### src/rtl/fetch_pkg.sv
// rtl/fetch_pkg.sv - shared fetch state encoding and default address constants
package fetch_pkg;

   typedef enum logic [1:0] {
      S_BOOT = 2'd0,
      S_RUN  = 2'd1,
      S_HALT = 2'd2
   } state_e;

   localparam int unsigned IMEM_DEPTH  = 256;
   localparam logic [31:0] RESET_PC    = 32'd0;
   localparam logic [31:0] EXC_VECTOR  = 32'h20;
   localparam int unsigned BOOT_CYCLES = 2;

endpackage

### src/rtl/fetch_next_pc.sv
// rtl/fetch_next_pc.sv - combinational next-PC select: priority, wrap and target range check
module fetch_next_pc #(
   parameter int unsigned       ADDR_W     = 32,
   parameter int unsigned       IMEM_DEPTH = 256,
   parameter logic [ADDR_W-1:0] EXC_VECTOR = ADDR_W'(32'h20)
) (
   input  fetch_pkg::state_e    state_i,
   input  logic [ADDR_W-1:0]    pc_i,
   input  logic                 stall_i,
   input  logic                 jmp_i,
   input  logic [ADDR_W-1:0]    jmp_target_i,
   input  logic                 br_taken_i,
   input  logic [ADDR_W-1:0]    br_target_i,
   input  logic                 exc_i,
   input  logic                 halt_i,
   output logic [ADDR_W-1:0]    next_pc_o,
   output logic                 redirect_o,
   output logic                 range_err_o
);
   import fetch_pkg::*;

   logic [ADDR_W-1:0] tgt;
   logic              tgt_bad;
   logic [ADDR_W-1:0] pc_inc;

   // Branch resolves later in the pipe than jump, so it wins when both fire.
   assign tgt     = br_taken_i ? br_target_i : jmp_target_i;
   assign tgt_bad = 64'(tgt) >= 64'(IMEM_DEPTH);
   assign pc_inc  = (pc_i == ADDR_W'(IMEM_DEPTH - 1)) ? '0 : pc_i + 1'b1;

   always_comb begin
      next_pc_o   = pc_i;
      redirect_o  = 1'b0;
      range_err_o = 1'b0;
      case (state_i)
         S_RUN: begin
            if (exc_i) begin
               next_pc_o  = EXC_VECTOR;
               redirect_o = 1'b1;
            end else if (br_taken_i || jmp_i) begin
               redirect_o = 1'b1;
               if (tgt_bad) begin
                  next_pc_o   = EXC_VECTOR;
                  range_err_o = 1'b1;
               end else begin
                  next_pc_o = tgt;
               end
            end else if (!halt_i && !stall_i) begin
               next_pc_o = pc_inc;
            end
         end
         S_HALT: begin
            if (exc_i) begin
               next_pc_o  = EXC_VECTOR;
               redirect_o = 1'b1;
            end
         end
         default: next_pc_o = pc_i;
      endcase
   end

endmodule

### src/rtl/fetch_pc_unit.sv
// rtl/fetch_pc_unit.sv - program counter, boot hold-off, halt and IF slot tagging
module fetch_pc_unit #(
   parameter int unsigned       ADDR_W      = 32,
   parameter int unsigned       IMEM_DEPTH  = fetch_pkg::IMEM_DEPTH,
   parameter logic [ADDR_W-1:0] RESET_PC    = ADDR_W'(fetch_pkg::RESET_PC),
   parameter logic [ADDR_W-1:0] EXC_VECTOR  = ADDR_W'(fetch_pkg::EXC_VECTOR),
   parameter int unsigned       BOOT_CYCLES = fetch_pkg::BOOT_CYCLES
) (
   input  logic              Clk,
   input  logic              Rst,
   input  logic              stall_i,
   input  logic              jmp_i,
   input  logic [ADDR_W-1:0] jmp_target_i,
   input  logic              br_taken_i,
   input  logic [ADDR_W-1:0] br_target_i,
   input  logic              exc_i,
   input  logic              halt_i,
   output logic [ADDR_W-1:0] ImemRdAddr,
   output logic [ADDR_W-1:0] if_pc_o,
   output logic              if_valid_o,
   output logic              flush_o,
   output logic              addr_err_o,
   output logic [31:0]       fetch_cnt_o
);
   import fetch_pkg::*;

   localparam int unsigned    BCW       = (BOOT_CYCLES > 1) ? $clog2(BOOT_CYCLES) : 1;
   localparam logic [BCW-1:0] BOOT_LAST = BCW'(BOOT_CYCLES - 1);

   state_e            state_q, state_d;
   logic [BCW-1:0]    boot_cnt_q, boot_cnt_d;
   logic [ADDR_W-1:0] pc_q, pc_d;
   logic [ADDR_W-1:0] if_pc_q, if_pc_d;
   logic              if_valid_q, if_valid_d;
   logic              addr_err_q, addr_err_d;
   logic [31:0]       fetch_cnt_q, fetch_cnt_d;

   logic [ADDR_W-1:0] next_pc;
   logic              redirect;
   logic              range_err;
   logic              slot_ok;
   logic              slot_hold;

   fetch_next_pc #(
      .ADDR_W     (ADDR_W),
      .IMEM_DEPTH (IMEM_DEPTH),
      .EXC_VECTOR (EXC_VECTOR)
   ) u_next_pc (
      .state_i      (state_q),
      .pc_i         (pc_q),
      .stall_i      (stall_i),
      .jmp_i        (jmp_i),
      .jmp_target_i (jmp_target_i),
      .br_taken_i   (br_taken_i),
      .br_target_i  (br_target_i),
      .exc_i        (exc_i),
      .halt_i       (halt_i),
      .next_pc_o    (next_pc),
      .redirect_o   (redirect),
      .range_err_o  (range_err)
   );

   always_comb begin
      state_d     = state_q;
      boot_cnt_d  = boot_cnt_q;
      pc_d        = next_pc;
      if_pc_d     = pc_q;
      if_valid_d  = 1'b0;
      fetch_cnt_d = fetch_cnt_q;
      addr_err_d  = addr_err_q | range_err;
      slot_ok     = 1'b0;
      slot_hold   = 1'b0;
      case (state_q)
         S_BOOT: begin
            boot_cnt_d = boot_cnt_q + 1'b1;
            if (boot_cnt_q == BOOT_LAST) state_d = S_RUN;
         end
         S_RUN: begin
            if (!redirect && halt_i) state_d = S_HALT;
            slot_ok   = !redirect && !halt_i;
            slot_hold = stall_i && !redirect && !halt_i;
         end
         S_HALT: begin
            if (exc_i) state_d = S_RUN;
         end
         default: state_d = S_BOOT;
      endcase
      // A stall re-reads the same word, so the tag already in IF stays put.
      if (slot_hold) begin
         if_pc_d    = if_pc_q;
         if_valid_d = if_valid_q;
      end else begin
         if_valid_d = slot_ok;
         if (slot_ok) fetch_cnt_d = fetch_cnt_q + 32'd1;
      end
   end

   always_ff @(posedge Clk or negedge Rst) begin
      if (!Rst) begin
         state_q     <= S_BOOT;
         boot_cnt_q  <= '0;
         pc_q        <= RESET_PC;
         if_pc_q     <= '0;
         if_valid_q  <= 1'b0;
         addr_err_q  <= 1'b0;
         fetch_cnt_q <= '0;
      end else begin
         state_q     <= state_d;
         boot_cnt_q  <= boot_cnt_d;
         pc_q        <= pc_d;
         if_pc_q     <= if_pc_d;
         if_valid_q  <= if_valid_d;
         addr_err_q  <= addr_err_d;
         fetch_cnt_q <= fetch_cnt_d;
      end
   end

   assign ImemRdAddr  = pc_q;
   assign if_pc_o     = if_pc_q;
   assign if_valid_o  = if_valid_q;
   assign addr_err_o  = addr_err_q;
   assign fetch_cnt_o = fetch_cnt_q;
   assign flush_o     = (state_q == S_RUN || state_q == S_HALT) && (exc_i || br_taken_i);

endmodule

### config.mk
export PLATFORM = sky130hd
export DESIGN_NAME = fetch_pc_unit
export DESIGN_NICKNAME = d
export VERILOG_FILES = /design/src/rtl/fetch_pkg.sv /design/src/rtl/fetch_next_pc.sv /design/src/rtl/fetch_pc_unit.sv
export SDC_FILE = /design/constraint.sdc
export NUM_CORES = 1
export LEC_CHECK = 0
export CORE_UTILIZATION = 50
export CTS_CLUSTER_SIZE = 10
export DETAILED_ROUTE_END_ITERATION = 12
export PLACE_DENSITY_LB_ADDON = 0.1
export SYNTH_ARGS = -nofsm -noshare
export SYNTH_HDL_FRONTEND = slang
export SYNTH_SLANG_ARGS = --single-unit
### constraint.sdc
create_clock -name Clk -period 5.5 [get_ports Clk]
set_input_delay 1.1 -clock Clk [delete_from_list [all_inputs] [get_ports Clk]]
set_output_delay 1.1 -clock Clk [all_outputs]
set_load 0.01 [all_outputs]
==> flow_summary.yaml, run 1 <==
synthesis:
  synth_fa_ha_area_frac: 0.0121
  synthCells: 489
  synthXorXnorAreaFrac: 0.0544
  yosysSeqAreaShare: 0.491
  synthSimpleGateAreaFrac: 0.197
  syn_avg_cell_area_sq_um: 10.5
  synth_area_sq_um: 5150
  synth_compound_area_frac: 0.121
  syn-num-nets: 565
  synth_edf_count: 0
  ys.flop_type: "dfrtp_1"
  ys_warn_count: 0
  yosysTopAreaCell: "dfrtp_1"
  yosys_register_bits: 101
  synth_area_leaders: "dfrtp_1 (49%), mux2_2 (7.7%), xnor2_1 (4.1%), nor4_1 (3.3%), nand3_1 (3.2%)"
  yosysTopAreaCellShare: 0.491
  synth_top_family_by_area: "simple AND/OR/NAND/NOR gates"
  ys_types: 51
  synth_mux_area_frac: 0.0940
  async_flop_share: 1.00
worst_setup_path:
  cp.arrival_ns: 2.80
  end_kind: "primary output"
  cp-startpoint: "br_taken_i"
  crit_end: "flush_o"
  r2r_setup_slack_ns: 2.63
  reg2reg_depth: 7
  cp_max_fo: 16
  rr_startpoint: "ImemRdAddr[0]$_DFFE_PN0P_"
  cp.required_ns: 4.40
  crit_type: "input pin to primary output"
  r2r-end: "ImemRdAddr[11]$_DFFE_PN0P_"
  crit_path_start_kind: "input pin"
sta:
  slew_headroom: 0.288
  rsz0062_at_grt: "false"
  fmax_mhz: 256
  tightest_slew_ns: 1.07
  hold_violations: 0
  report.final.setup_viol: 0
  setup_tns_ns: 0
  min_period_over_period: 0.709
  period_minus_slack_ns: 3.90
  slew_viol_final: 0
  fin_skew_ns: 0.0109
detailed_routing:
  drt_iter0_drc: 327
  routed_wl_microns: 14000
  vias: 4713
  drc: 0
  ant_nets: 0
  wl_per_cell_microns: 17.8
  drt-pass1-iter-count: 5
  avgViaCountPerCell: 5.97
global_routing:
  gr-total-overflow: 0
  grt_pass1_vias: 4580
  antenna_found_initial: 0
  grt_pass1_wl_microns: 22700
  grt_max_degree: 53
  grtUsageTotal: 0.278
power_and_ir_drop:
  p_leak_uw: 0.00297
  pwr-share-clk: 0.254
  seq_power_share: 0.432
  irDropWorstVdd_mv: 0.185
  power_frac_comb: 0.313
  p_per_area_nw_per_um2: 266
  internal_power_uw: 1280
  switching_power_uw: 618
  p_total_uw: 1900
  p_sw_frac: 0.325
die:
  ios: 170
  rows: 36
  start_util: 0.522
  die_y_microns: 103
  die_x_microns: 103
  core_sq_um: 9860
  die-area_sq_um: 10700
cts:
  clk_latency_ns: 0.37
  path_clk_slew_ns: 0.09
  post_cts_resized: 0
  clockRootBuffer: "clkbuf_8"
  cts_tree: "done"
  htreeDepth: 3
  cts.path.max_buffers: 2
  post_cts_buffers: 0
  cts_made_buffers: 9
  cts_sinks: 101
  hold_buffers: 0
outcome:
  status: "finished, final reports clean"
placed_design:
  io_buffers: 169
  dp_hpwl_microns: 10100
  place.gp.congestion: 0.860
  placed_area_sq_um: 6950
run:
  cap_violations: 0
finish:
  area_growth_pct: 38.8
  drive_gt1_frac: 0.107
  nets: 727
  stdcell_area_sq_um: 7150
  layout_common_cells: "clkdlybuf4s50_1 (168), dfrtp_1 (101), nand2_1 (35), mux2_2 (35), nand3_1 (33)"
  layout_commonest_cell: "clkdlybuf4s50_1"
  diodes: 0
hold_path:
  hold_path_class: "flip-flop to flip-flop"
[metal layers]
| layer | global-route usage | vias up | wire, microns |
|---|---|---|---|
| met4 | 0.107 | 0 | 281 |
| met1 | 0.357 | 2327 | 5860 |
| li1 | - | 2174 | - |
| met3 | 0.0632 | 31 | 889 |
| met5 | 0 | - | 0 |
| met2 | 0.457 | 181 | 7010 |
[state kept, by name (all words and copies together) (netlist names)]
signal and flops:
fetch_cnt_o 32, ImemRdAddr 32, boot_cnt_q 1, if_valid_o 1
state_q 2, if_pc_o 32, addr_err_o 1
[stage by stage]
| stage | hold WS (ns) | worst slack, ns | std cells | util |
|---|---|---|---|---|
| after floorplan | 0.430 | 2.60 | 489 | - |
| after global placement | 0.448 | 1.51 | 773 | 0.704 |
| after detailed placement | 0.449 | 1.41 | 773 | 0.704 |
| after CTS | 0.466 | 1.60 | 789 | 0.725 |
| after global routing | 0.487 | 1.54 | 789 | 0.725 |
| final | 0.464 | 1.60 | 789 | 0.725 |
[cells by family (layout without fill, tap and decap cells)]
family / count (synthesis) / count (layout)
compound gates: 88 / 88
xor+xnor: 32 / 32
fa+ha+maj: 5 / 5
buf+inv: 36 / 203
flops: 101 / 101
mux: 44 / 44
simple gates: 183 / 183
[Yosys cell counts, types with 4 or more instances]
master / number
xnor2_1: 24
nor3_1: 10
nand3_1: 33
nand2b_1: 4
ha_1: 5
buf_2: 6
o21ai_0: 14
mux2i_1: 9
buf_1: 4
and2_1: 4
a21oi_1: 5
o21a_1: 5
dfrtp_1: 101
nor4_1: 27
xor2_1: 8
nand4_1: 25
o22ai_1: 4
or3_1: 6
mux2_2: 35
a31o_2: 7
nor2_1: 12
a21o_1: 7
and3_1: 15
inv_1: 11
o211ai_1: 5
clkbuf_1: 13
a31oi_1: 14
nand2_1: 35
[area by class of cell]
class | instances | area, sq um
clock buffers | 11 | 141
inverters | 11 | 41.3
repair buffers | 176 | 1740
well taps | 133 | 166
fillers | 722 | 2720
flip-flops and latches | 101 | 2530
multi-input cells | 352 | 2470
clock inverters | 5 | 60.1
[critical path: stages]
cell and delay (ns):
clkdlybuf4s50_1 0.95, o21a_1 0.22, clkdlybuf4s50_1 0.53
[power groups by stage]
stage          registers, uW  logic (uW)  clock network [uW]
3_5_place_dp             836         588                   0
6_report                 822         595                 483
2_1_floorplan            841         346                   0
3_3_place_gp             834         570                   0
5_1_grt                  828         649                 522
4_1_cts                  822         591                 493
[worst min path at each step]
| stage | cells past startpoint | end | from | slack, ns |
|---|---|---|---|---|
| after global routing | 1 | boot_cnt_q$_DFFE_PN0P_ | boot_cnt_q$_DFFE_PN0P_ | 0.49 |
| after detailed placement | 1 | boot_cnt_q$_DFFE_PN0P_ | boot_cnt_q$_DFFE_PN0P_ | 0.45 |
| after floorplan | 1 | boot_cnt_q$_DFFE_PN0P_ | boot_cnt_q$_DFFE_PN0P_ | 0.43 |
| after global placement | 1 | boot_cnt_q$_DFFE_PN0P_ | boot_cnt_q$_DFFE_PN0P_ | 0.45 |
| after CTS | 1 | boot_cnt_q$_DFFE_PN0P_ | boot_cnt_q$_DFFE_PN0P_ | 0.47 |
| final | 1 | boot_cnt_q$_DFFE_PN0P_ | boot_cnt_q$_DFFE_PN0P_ | 0.46 |
(Power assumes the default switching activity.)
==> inputs of run 2 (changes only) <==
--- a/config.mk
+++ b/config.mk
@@ -5,7 +5,7 @@
 export SDC_FILE = /design/constraint.sdc
 export NUM_CORES = 1
 export LEC_CHECK = 0
-export CORE_UTILIZATION = 50
+export CORE_UTILIZATION = 46
 export CTS_CLUSTER_SIZE = 10
 export DETAILED_ROUTE_END_ITERATION = 12
 export PLACE_DENSITY_LB_ADDON = 0.1
==> constraint.sdc (replaced) <==
create_clock -name Clk -period 4.05 [get_ports Clk]
set_input_delay 0.81 -clock Clk [delete_from_list [all_inputs] [get_ports Clk]]
set_output_delay 0.81 -clock Clk [all_outputs]
set_load 0.01 [all_outputs]
==> flow_summary.yaml, run 2 (synthesized netlist as in run 1, its figures left out) <==
run:
  cap_violations: 0
detailed_routing:
  wl_met1_microns: 5820
  drc: 0
  highest_layer: "met4"
  met2WireLength_microns: 6980
  drt_iter0_drc: 255
  avgViaCountPerCell: 5.77
  drt-pass1-iter-count: 5
  ant_nets: 0
  wl_per_cell_microns: 17.5
  routed_wl_microns: 13900
  vias: 4607
  wl_met3_microns: 927
cts:
  post_cts_resized: 0
  cts_made_buffers: 9
  clockRootBuffer: "clkbuf_8"
  clk_latency_ns: 0.36
  cts_tree: "done"
  cts.path.max_buffers: 2
  post_cts_buffers: 0
  htreeDepth: 3
  path_clk_slew_ns: 0.10
  cts_sinks: 101
  hold_buffers: 0
die:
  die_x_microns: 108
  core_sq_um: 10900
  die_y_microns: 108
  die-area_sq_um: 11600
  ios: 170
  rows: 38
  start_util: 0.473
sta:
  hold_violations: 0
  slew_viol_final: 0
  tightest_slew_ns: 1.04
  fin_hold_ws_ns: 0.400
  rsz0062_at_grt: "false"
  report.final.setup_viol: 0
  fmax_mhz: 329
  setup_tns_ns: 0
  min_period_over_period: 0.750
  slew_headroom: 0.308
  period_minus_slack_ns: 3.04
  fin_skew_ns: 0.0200
  setup_slack_ns: 1.01
finish:
  area_growth_pct: 39.1
  diodes: 0
  layout_common_cells: "clkdlybuf4s50_1 (168), dfrtp_1 (101), nand2_1 (35), mux2_2 (35), nand3_1 (33)"
  stdcell_count: 799
  nets: 730
  layout_commonest_cell: "clkdlybuf4s50_1"
  drive_gt1_frac: 0.112
power_and_ir_drop:
  p_per_area_nw_per_um2: 350
  irDropWorstVdd_mv: 0.226
  p_leak_uw: 0.00298
  p_total_uw: 2510
global_routing:
  gr-total-overflow: 0
  grt_max_degree: 39
  grt_pass1_vias: 4671
  grtUsageTotal: 0.254
  grt_pass1_wl_microns: 23000
  antenna_found_initial: 0
worst_setup_path:
  end_kind: "primary output"
  cp.arrival_ns: 2.23
  crit_path_start_kind: "input pin"
  crit_type: "input pin to primary output"
  cp_max_fo: 8
  rr_startpoint: "ImemRdAddr[0]$_DFFE_PN0P_"
  cp-startpoint: "br_taken_i"
  cp.required_ns: 3.24
placed_design:
  place.gp.congestion: 0.890
  pre_cts_ws_ns: 0.703
  dpl.cell_count: 783
  dp_hpwl_microns: 10400
  io_buffers: 169
outcome:
  status: "finished, final reports clean"
hold_path:
  hold_path_class: "input pin to async pin"
[run 2: cell types whose count changed in the layout (fill, tap and decap cells not counted)]
cell       previous run  this run
buf_12                0         1
buf_4                 8        10
bufinv_16             1         0
clkbuf_1              1         0
clkinv_2              1         4
clkinv_4              2         0
inv_6                 0         1
[run 2: final timing paths]
check	end	slack, ns	depth (start not counted)
worst max-delay path	flush_o	1.01	3
worst min-delay path	ImemRdAddr[29]$_DFFE_PN0P_	0.40	1
worst max register to register	ImemRdAddr[11]$_DFFE_PN0P_	1.14	6
worst min register to register	boot_cnt_q$_DFFE_PN0P_	0.46	1
max in group asynchronous	if_pc_o[26]$_DFFE_PN0N_	2.82	2
min in group Clk	boot_cnt_q$_DFFE_PN0P_	0.46	1
[run 2: layer usage]
metal / global-route usage / up-vias
li1: - / 2179
met1: 0.316 / 2238
met2: 0.429 / 171
met3: 0.0636 / 19
met4: 0.0881 / 0
met5: 0 / -
[run 2: final cells by class]
cell class,count,area (sq um)
Clock buffer,10,138
Clock inverter,6,36.3
Fill cell,913,3720
Inverter,11,41.3
Multi-Input combinational cell,352,2470
Sequential cell,101,2530
Tap cell,140,175
Timing Repair Buffer,179,1780
[run 2: through the flow]
step	instance area, sq um	util
after global placement	6990	0.642
after CTS	7170	0.658
after floorplan	5150	-
final	7170	0.658
after global routing	7170	0.658
after detailed placement	6990	0.642
[run 2: power breakdown]
group          internal [uW]  total [uW]  leakage [uW]  switching (uW)
Combinational            379         810       0.00151             431
Clock                    238         577     0.0000922             339
Sequential              1060        1120       0.00138            56.6
Total                   1680        2510       0.00298             826
[run 2: critical path, stage by stage]
cell and delay, ns:
clkdlybuf4s50_1 0.69, o21a_1 0.19, clkdlybuf4s50_1 0.54
==> inputs of run 3 (changes only) <==
==> constraint.sdc (replaced) <==
create_clock -name Clk -period 3.15 [get_ports Clk]
set_input_delay 0.63 -clock Clk [delete_from_list [all_inputs] [get_ports Clk]]
set_output_delay 0.63 -clock Clk [all_outputs]
set_load 0.01 [all_outputs]
==> flow_summary.yaml, run 3 (synthesized netlist as in run 1, its figures left out) <==
outcome:
  status: "finished, final reports clean"
cts:
  clk_latency_ns: 0.37
  cts_tree: "done"
  htreeDepth: 3
  cts_made_buffers: 9
  cts.path.max_buffers: 2
  post_cts_resized: 0
  path_clk_slew_ns: 0.08
  clockRootBuffer: "clkbuf_8"
  hold_buffers: 0
  post_cts_buffers: 0
  cts_sinks: 101
worst_setup_path:
  reg2reg_depth: 6
  cp.arrival_ns: 2.07
  cp.required_ns: 2.52
  r2r-end: "ImemRdAddr[24]$_DFFE_PN0P_"
  crit_type: "input pin to primary output"
  cp-startpoint: "br_taken_i"
  rr_startpoint: "ImemRdAddr[29]$_DFFE_PN0P_"
  cp_max_fo: 15
  r2r_setup_slack_ns: 0.67
  end_kind: "primary output"
  crit_path_start_kind: "input pin"
sta:
  fin_skew_ns: 0.0140
  period_minus_slack_ns: 2.70
  tightest_slew_ns: 0.594
  rsz0062_at_grt: "false"
  hold_violations: 0
  fmax_mhz: 370
  slew_headroom: 0.604
  min_period_over_period: 0.857
  report.final.setup_viol: 0
  slew_viol_final: 0
  setup_tns_ns: 0
  fin_hold_ws_ns: 0.246
finish:
  diodes: 0
  fill_cells: 921
  drive_gt1_frac: 0.123
  area_growth_pct: 40.9
  final_core_util: 0.667
  multi_input_area_sq_um: 2470
  nets: 741
  layout_commonest_cell: "clkdlybuf4s50_1"
  layout_common_cells: "clkdlybuf4s50_1 (168), dfrtp_1 (101), nand2_1 (35), mux2_2 (35), nand3_1 (33)"
  seqCellArea_sq_um: 2530
  stdcell_area_sq_um: 7260
run:
  cap_violations: 0
power_and_ir_drop:
  p_leak_uw: 0.00304
  irDropWorstVdd_mv: 0.317
  p_per_area_nw_per_um2: 445
detailed_routing:
  ant_nets: 0
  routed_wl_microns: 14200
  drt_iter0_drc: 284
  vias: 4625
  drt-pass1-iter-count: 4
  avgViaCountPerCell: 5.72
  drc: 0
  wl_per_cell_microns: 17.6
global_routing:
  gr-total-overflow: 0
  grt_pass1_wl_microns: 23700
  antenna_found_initial: 0
  grt_max_degree: 61
  grtUsageTotal: 0.264
  grt_pass1_vias: 4802
placed_design:
  dp_hpwl_microns: 10400
  place.gp.congestion: 0.857
  placed_area_sq_um: 7100
  io_buffers: 169
die:
  core_sq_um: 10900
  rows: 38
  ios: 170
  die-area_sq_um: 11600
  start_util: 0.473
  die_x_microns: 108
  die_y_microns: 108
hold_path:
  hold_path_class: "input pin to async pin"
==> run 3: changes by cell type in the layout (fill, tap and decap cells not counted), sizes merged <==
cell | before | now
clkbuf | 10 | 11
buf | 11 | 22
clkinv | 4 | 3
inv | 12 | 11
==> run 3: final cells by class <==
cell class | count | share of cell area
multi-input cells | 352 | 0.341
flip-flops and latches | 101 | 0.348
clock buffers | 11 | 0.0181
well taps | 140 | 0.0241
inverters | 11 | 0.00569
clock inverters | 4 | 0.00362
repair buffers | 190 | 0.260
==> run 3: per-layer routing <==
layer,vias to the layer above,GRT usage,share of wire
li1,2190,-,-
met2,145,0.439,0.49
met5,-,0,0
met4,0,0.0978,0.021
met3,27,0.0533,0.052
met1,2263,0.339,0.44
==> run 3: worst max path at each step <==
| stage | end | slack, ns | cells after the start |
|---|---|---|---|
| 5_1_grt | flush_o | 0.41 | 4 |
| 6_report | flush_o | 0.45 | 4 |
| 3_5_place_dp | fetch_cnt_o[30]$_DFFE_PN0P_ | 0.21 | 6 |
| 4_1_cts | flush_o | 0.45 | 4 |
| 3_3_place_gp | fetch_cnt_o[30]$_DFFE_PN0P_ | 0.25 | 6 |
| 2_1_floorplan | ImemRdAddr[14]$_DFFE_PN0P_ | 0.77 | 7 |
==> run 3: where the power goes <==
part	switching (uW)	total [uW]	internal, uW
Sequential	55.5	1420	1370
Clock	435	718	283
Combinational	583	1090	508
==> run 3: critical path: stages <==
cell and delay (ns):
clkdlybuf4s50_1 0.49, buf_4 0.25, o21a_1 0.16, clkdlybuf4s50_1 0.54
==> run 3: per-stage QoR <==
step | std cells | power (uW) | worst slack [ns]
6_report | 809 | 3230 | 0.451
5_1_grt | 809 | 3420 | 0.406
4_1_cts | 809 | 3260 | 0.445
3_5_place_dp | 794 | 2540 | 0.205
3_3_place_gp | 794 | 2500 | 0.252
2_1_floorplan | 489 | 2070 | 0.772
